<file path="src/rtl/vadd_pkg.sv">
// vadd_pkg: shared FSM state encoding and BRAM timing constant for the vector-add controller
package vadd_pkg;
   localparam int RD_LAT = 1;
   typedef enum logic [3:0] {
      IDLE, LOAD_A, LOAD_B, START, WAIT_DONE, RD_ISSUE, RD_WAIT, RD_CAPT, SEND
   } state_t;
endpackage

</file>
<file path="src/rtl/stream_out_reg.sv">
// stream_out_reg: result stream output register, holds the word steady under backpressure
module stream_out_reg #(
   parameter int DATA_WIDTH = 32
) (
   input  logic                  clk,
   input  logic                  rst,
   input  logic                  load,
   input  logic [DATA_WIDTH-1:0] din,
   input  logic                  last_in,
   input  logic                  m_ready,
   output logic [DATA_WIDTH-1:0] m_data,
   output logic                  m_valid,
   output logic                  m_last
);
   // load a fresh word, otherwise keep data/last and drop valid once accepted
   always_ff @(posedge clk) begin
      if (rst) begin
         m_data  <= '0;
         m_valid <= 1'b0;
         m_last  <= 1'b0;
      end else if (load) begin
         m_data  <= din;
         m_valid <= 1'b1;
         m_last  <= last_in;
      end else if (m_valid && m_ready) begin
         m_valid <= 1'b0;
      end
   end
endmodule

</file>
<file path="src/rtl/vadd_stream_ctrl.sv">
// vadd_stream_ctrl: loads A/B vectors into BRAM, kicks the compute unit, streams results back out
module vadd_stream_ctrl
   import vadd_pkg::*;
#(
   parameter int ADDR_WIDTH = 13,
   parameter int DATA_WIDTH = 32
) (
   input  logic                  clk,
   input  logic                  rst,
   input  logic                  cmd_valid,
   output logic                  cmd_ready,
   input  logic [ADDR_WIDTH-1:0] cmd_addr_a,
   input  logic [ADDR_WIDTH-1:0] cmd_addr_b,
   input  logic [ADDR_WIDTH-1:0] cmd_addr_out,
   input  logic [31:0]           cmd_len,
   input  logic [DATA_WIDTH-1:0] s_data,
   input  logic                  s_valid,
   output logic                  s_ready,
   output logic [DATA_WIDTH-1:0] m_data,
   output logic                  m_valid,
   input  logic                  m_ready,
   output logic                  m_last,
   output logic                  cu_start,
   output logic [ADDR_WIDTH-1:0] cu_addr_a,
   output logic [ADDR_WIDTH-1:0] cu_addr_b,
   output logic [ADDR_WIDTH-1:0] cu_addr_out,
   output logic [31:0]           cu_len,
   input  logic                  cu_done,
   output logic [ADDR_WIDTH-1:0] bram_addr_a,
   output logic [DATA_WIDTH-1:0] bram_din_a,
   input  logic [DATA_WIDTH-1:0] bram_dout_a,
   output logic                  bram_en_a,
   output logic                  bram_we_a,
   output logic                  busy
);
   state_t                state, state_n;
   logic [31:0]           idx;
   logic [1:0]            rd_cnt;
   logic                  cmd_hs, s_hs, idx_last;
   logic [ADDR_WIDTH-1:0] wr_base;
   assign cmd_hs   = cmd_valid && cmd_ready;
   assign s_hs     = s_valid && s_ready;
   assign idx_last = idx == cu_len - 32'd1;
   assign busy     = state != IDLE;
   assign wr_base  = state == LOAD_A ? cu_addr_a : cu_addr_b;
   // next-state decode
   always_comb begin
      state_n = state;
      case (state)
         IDLE:      state_n = cmd_hs ? LOAD_A : IDLE;
         LOAD_A:    state_n = cu_len == 32'd0 ? IDLE : (s_hs && idx_last) ? LOAD_B : LOAD_A;
         LOAD_B:    state_n = (s_hs && idx_last) ? START : LOAD_B;
         START:     state_n = WAIT_DONE;
         WAIT_DONE: state_n = cu_done ? RD_ISSUE : WAIT_DONE;
         RD_ISSUE:  state_n = RD_WAIT;
         RD_WAIT:   state_n = rd_cnt <= 2'd1 ? RD_CAPT : RD_WAIT;
         RD_CAPT:   state_n = SEND;
         SEND:      state_n = m_ready ? (m_last ? IDLE : RD_ISSUE) : SEND;
         default:   state_n = IDLE;
      endcase
   end
   // state, command latch, index and registered handshake / BRAM / compute-unit outputs
   always_ff @(posedge clk) begin
      if (rst) begin
         state       <= IDLE;
         idx         <= '0;
         rd_cnt      <= '0;
         cu_addr_a   <= '0;
         cu_addr_b   <= '0;
         cu_addr_out <= '0;
         cu_len      <= '0;
         cmd_ready   <= 1'b0;
         s_ready     <= 1'b0;
         cu_start    <= 1'b0;
         bram_en_a   <= 1'b0;
         bram_we_a   <= 1'b0;
         bram_addr_a <= '0;
         bram_din_a  <= '0;
      end else begin
         state     <= state_n;
         cmd_ready <= state_n == IDLE;
         s_ready   <= (state_n == LOAD_A || state_n == LOAD_B) && !(cmd_hs && cmd_len == 32'd0);
         cu_start  <= state_n == START;
         bram_en_a <= s_hs || state == RD_ISSUE;
         bram_we_a <= s_hs;
         if (cmd_hs) begin
            cu_addr_a   <= cmd_addr_a;
            cu_addr_b   <= cmd_addr_b;
            cu_addr_out <= cmd_addr_out;
            cu_len      <= cmd_len;
            idx         <= '0;
         end
         if (s_hs) begin
            idx         <= idx_last ? '0 : idx + 32'd1;
            bram_addr_a <= wr_base + idx[ADDR_WIDTH-1:0];
            bram_din_a  <= s_data;
         end
         if (state == WAIT_DONE && cu_done) idx <= '0;
         if (state == RD_ISSUE) begin
            bram_addr_a <= cu_addr_out + idx[ADDR_WIDTH-1:0];
            rd_cnt      <= 2'(RD_LAT);
         end
         if (state == RD_WAIT) rd_cnt <= rd_cnt - 2'd1;
         if (state == SEND && m_ready && !m_last) idx <= idx + 32'd1;
      end
   end
   stream_out_reg #(.DATA_WIDTH(DATA_WIDTH)) u_out (
      .clk     (clk),
      .rst     (rst),
      .load    (state == RD_CAPT),
      .din     (bram_dout_a),
      .last_in (idx_last),
      .m_ready (m_ready),
      .m_data  (m_data),
      .m_valid (m_valid),
      .m_last  (m_last)
   );
endmodule

</file>
<file path="config.mk">
export PLATFORM = sky130hd
export DESIGN_NAME = vadd_stream_ctrl
export DESIGN_NICKNAME = d
export VERILOG_FILES = /design/src/rtl/vadd_pkg.sv /design/src/rtl/stream_out_reg.sv /design/src/rtl/vadd_stream_ctrl.sv
export SDC_FILE = /design/constraint.sdc
export NUM_CORES = 1
export LEC_CHECK = 0
export CAP_MARGIN = 10
export CORE_UTILIZATION = 55
export DETAILED_ROUTE_END_ITERATION = 7
export DONT_BUFFER_PORTS = 1
export PLACE_DENSITY_LB_ADDON = 0.05
export RECOVER_POWER = 25
export SLEW_MARGIN = 15
export SYNTH_ARGS = -nofsm -noshare
export SYNTH_HDL_FRONTEND = slang
export SYNTH_SLANG_ARGS = --single-unit
</file>
<file path="constraint.sdc">
create_clock -name clk -period 10 [get_ports clk]
set_clock_uncertainty 0.1 [all_clocks]
set_input_delay 1.5 -clock clk [delete_from_list [all_inputs] [get_ports clk]]
set_output_delay 1.5 -clock clk [all_outputs]
set_load 0.02 [all_outputs]
</file>
==> impl_results.md <==
- Post-Synth Simple-Gate Area: 0.290
- Syn Nets: 1,351
- First-pass GRT wire length: 40,900 µm
- YS warnings: 0
- CP arrival: 4580 ps
- Worst r2r src: cu_len[2]
- Leak: 3.44 nW
- CP max FO: 72
- Synth Area in Compound Gates: 0.148
- Drt via density: 5.83
- Grt ovf: 0
- Iteration-0 DRC Markers: 569
- Vias in the first global route: 7,622
- Worst-path clk slew: 70 ps
- FILL cells: 1,585
- Skew-Pair Late Insertion Delay: 430 ps
- Cts bufs inserted: 17
- Worst-margin pin slew: 3280 ps
- Via count: 8,069
- Top FF cell, synth: dfxtp_1
- Synth Area in XOR/XNOR: 0.0686
- Core region area: 16,600 µm²
- Crit path capture type: flip-flop
- Port Buffer Count: 0
- Crit path from: cmd_valid
- Area grow syn2layout: 6.99%
- Fin crit period: 4390 ps
- DRC viols: 0
- CP Launch Type: input pin
- Max rail drop VDD: 122 µV
- Io pins: 297
- DP Wirelength: 18,800 µm
- Crit share post-route: 0.439
- CTS hold repair buffers: 0
- Fin nets: 1,308
- Setup ws final: 5610 ps
- Starting Density: 0.562
- Violated checks: capacitance limit, slew limit
- Largest net degree at the start of global routing: 192
- # setup viols final: 0
- FF+latch count, synth: 193
- Max Slew Vio Count: 110
- Die width: 132 µm
- Clk Tree Root Cell: clkbuf_16
- Max-Cap Viols: 2
- Post-Syn Area per Cell: 7.81 µm²
- Total Wirelength: 26,100 µm
- Routability cong.: 0.837
- Gr usage total: 0.297
- Mux share of post-synthesis cell area: 0.0196
- Post-cts gate resize count: 0
- Final hold vios: 0
- CP Class: in -> reg
- Max H-tree Level: 4
- Adder-Cell Fraction of Synth Area: 0.0223
- Die H: 132 µm
- Total Neg Setup Slack: 0 ps
- Max clock buf depth: 2
- Hold crit path type: reg -> reg
- Post-Place Setup Slack: 5960 ps
- Detail Route Antenna Nets: 0
- Post-CTS setup buffers: 0
- FMAX: 228 MHz
- Max_slew headroom: -1.19
- Die Footprint: 17,500 µm²
- Hold_ws: 388 ps
- Status: finished, violations left
- Pre-Repair DR Iteration Count: 5
- Clock sinks: 193
- Seq/Total Area, Yosys: 0.415
- Post-synth EDFFs: 0
- Syn Std Cell Area: 9320 µm²
- Synth Instances: 1,194
- CP required: 10,190 ps
- Rows: 47
- Share of cells above drive strength 1: 0.0739
- Async set-reset flop share out of synthesis: 0
- Hold path start: rd_cnt[1]
- Power Dens Cells: 176 nW/µm²
- Drt wl/cell: 18.9 µm
- Unrepaired setup endpoints after global routing: no
- CTS tree: built
- Initial antenna violation count: 1
- Cell variety after synth: 64
- Largest family of logic cells by synthesized area: simple AND/OR/NAND/NOR gates
stage by stage:
| stage | instances | instance area (µm²) | util | power [mW] |
|---|---|---|---|---|
| global route | 1385 | 9970 | 0.601 | 1.83 |
| detailed placement | 1352 | 9380 | 0.566 | 1.08 |
| finish | 1385 | 9970 | 0.601 | 1.76 |
| floorplan | 1194 | 9320 | - | 1.04 |
| global placement | 1352 | 9380 | 0.566 | 1.08 |
| CTS | 1384 | 9980 | 0.602 | 1.77 |
worst max-delay path: stages:
cell and delay, ps:
and2_2 150, clkbuf_1 2310, nor3_1 270, a21oi_1 270
a311oi_1 60
synth_stat cells, drive strengths merged (5+ instances only):
master / instances / share of area
a211oi: 7 / 0.0056
a21oi: 157 / 0.084
a31oi: 5 / 0.0050
and2: 7 / 0.0047
and3: 13 / 0.0087
buf: 8 / 0.0064
clkbuf: 64 / 0.026
dfxtp: 193 / 0.41
ha: 15 / 0.020
inv: 13 / 0.0052
mux2i: 16 / 0.017
nand2: 342 / 0.14
nand3: 20 / 0.011
nand4: 13 / 0.0087
nor2: 56 / 0.023
nor2b: 7 / 0.0047
nor3: 48 / 0.042
nor4: 24 / 0.019
o21ai: 31 / 0.017
o22ai: 5 / 0.0034
o31ai: 6 / 0.0048
or3: 6 / 0.0040
or4: 6 / 0.0052
xnor2: 43 / 0.040
xor2: 30 / 0.028
sequential cells by signal, indices dropped and copies added (netlist names), 2 cells and up:
| signal | cells |
|---|---|
| cu_len | 32 |
| rd_cnt | 2 |
| u_out.m_data | 32 |
| cu_addr_out | 13 |
| bram_addr_a | 13 |
| bram_din_a | 32 |
| cu_addr_a | 13 |
| idx | 32 |
| cu_addr_b | 13 |
| state | 4 |
per-layer routing:
metal	GRT usage	routed length, µm	up-vias
met3	0.0915	2200	35
met5	0	0	-
met1	0.373	10900	3766
met2	0.485	12500	274
met4	0.0939	574	0
li1	-	-	3994
power breakdown:
part | total [mW] | switching, mW | leakage [nW] | internal [mW]
clock network | 0.692 | 0.327 | 0.292 | 0.365
registers | 0.860 | 0.0664 | 1.56 | 0.794
logic | 0.206 | 0.126 | 1.59 | 0.0798
final timing paths:
path	cells after the start	end	slack (ps)
min	2	rd_cnt[1]	390
max reg2reg	10	idx[9]	5990
min reg2reg	2	rd_cnt[1]	390
max	5	idx[1]	5610
cells by family (layout without fill, tap and decap cells):
family / Yosys count / after routing
mux: 18 / 18
fa+ha+maj: 16 / 16
compound gates: 242 / 242
simple gates: 567 / 567
buf+inv: 85 / 55
xor+xnor: 73 / 73
other cells: 0 / 1
flops: 193 / 193
cell usage in the layout, fill, tap and decap left out, types with 5 or more instances in the layout:
master / synthesis / layout
mux2i_1: 16 / 16
a211oi_1: 7 / 7
xnor2_1: 43 / 43
a21oi_1: 157 / 157
dfxtp_1: 193 / 193
nor2_1: 56 / 55
and2_1: 7 / 6
nor3_1: 17 / 16
o22ai_1: 5 / 5
xor2_1: 30 / 30
nand4_1: 13 / 13
o21ai_0: 30 / 30
nand2_1: 342 / 341
clkbuf_16: 0 / 17
nor3_2: 31 / 32
o31ai_1: 6 / 6
buf_4: 0 / 7
nand3_1: 20 / 20
inv_8: 0 / 6
and3_1: 13 / 13
nor4_1: 21 / 21
ha_1: 15 / 15
or4_1: 5 / 5
or3_1: 6 / 6
nor2b_1: 7 / 7
inv_1: 13 / 13
cell type report:
class	count	area [µm²]	area share
Multi-Input combinational cell	916	5120	0.513
Sequential cell	193	3860	0.387
Clock buffer	18	439	0.0440
Tap cell	220	275	0.0276
Clock inverter	14	160	0.0161
Timing Repair Buffer	10	63.8	0.00640
Inverter	13	48.8	0.00489
Antenna cell	1	2.50	0.000251
(Power assumes the default switching activity.)
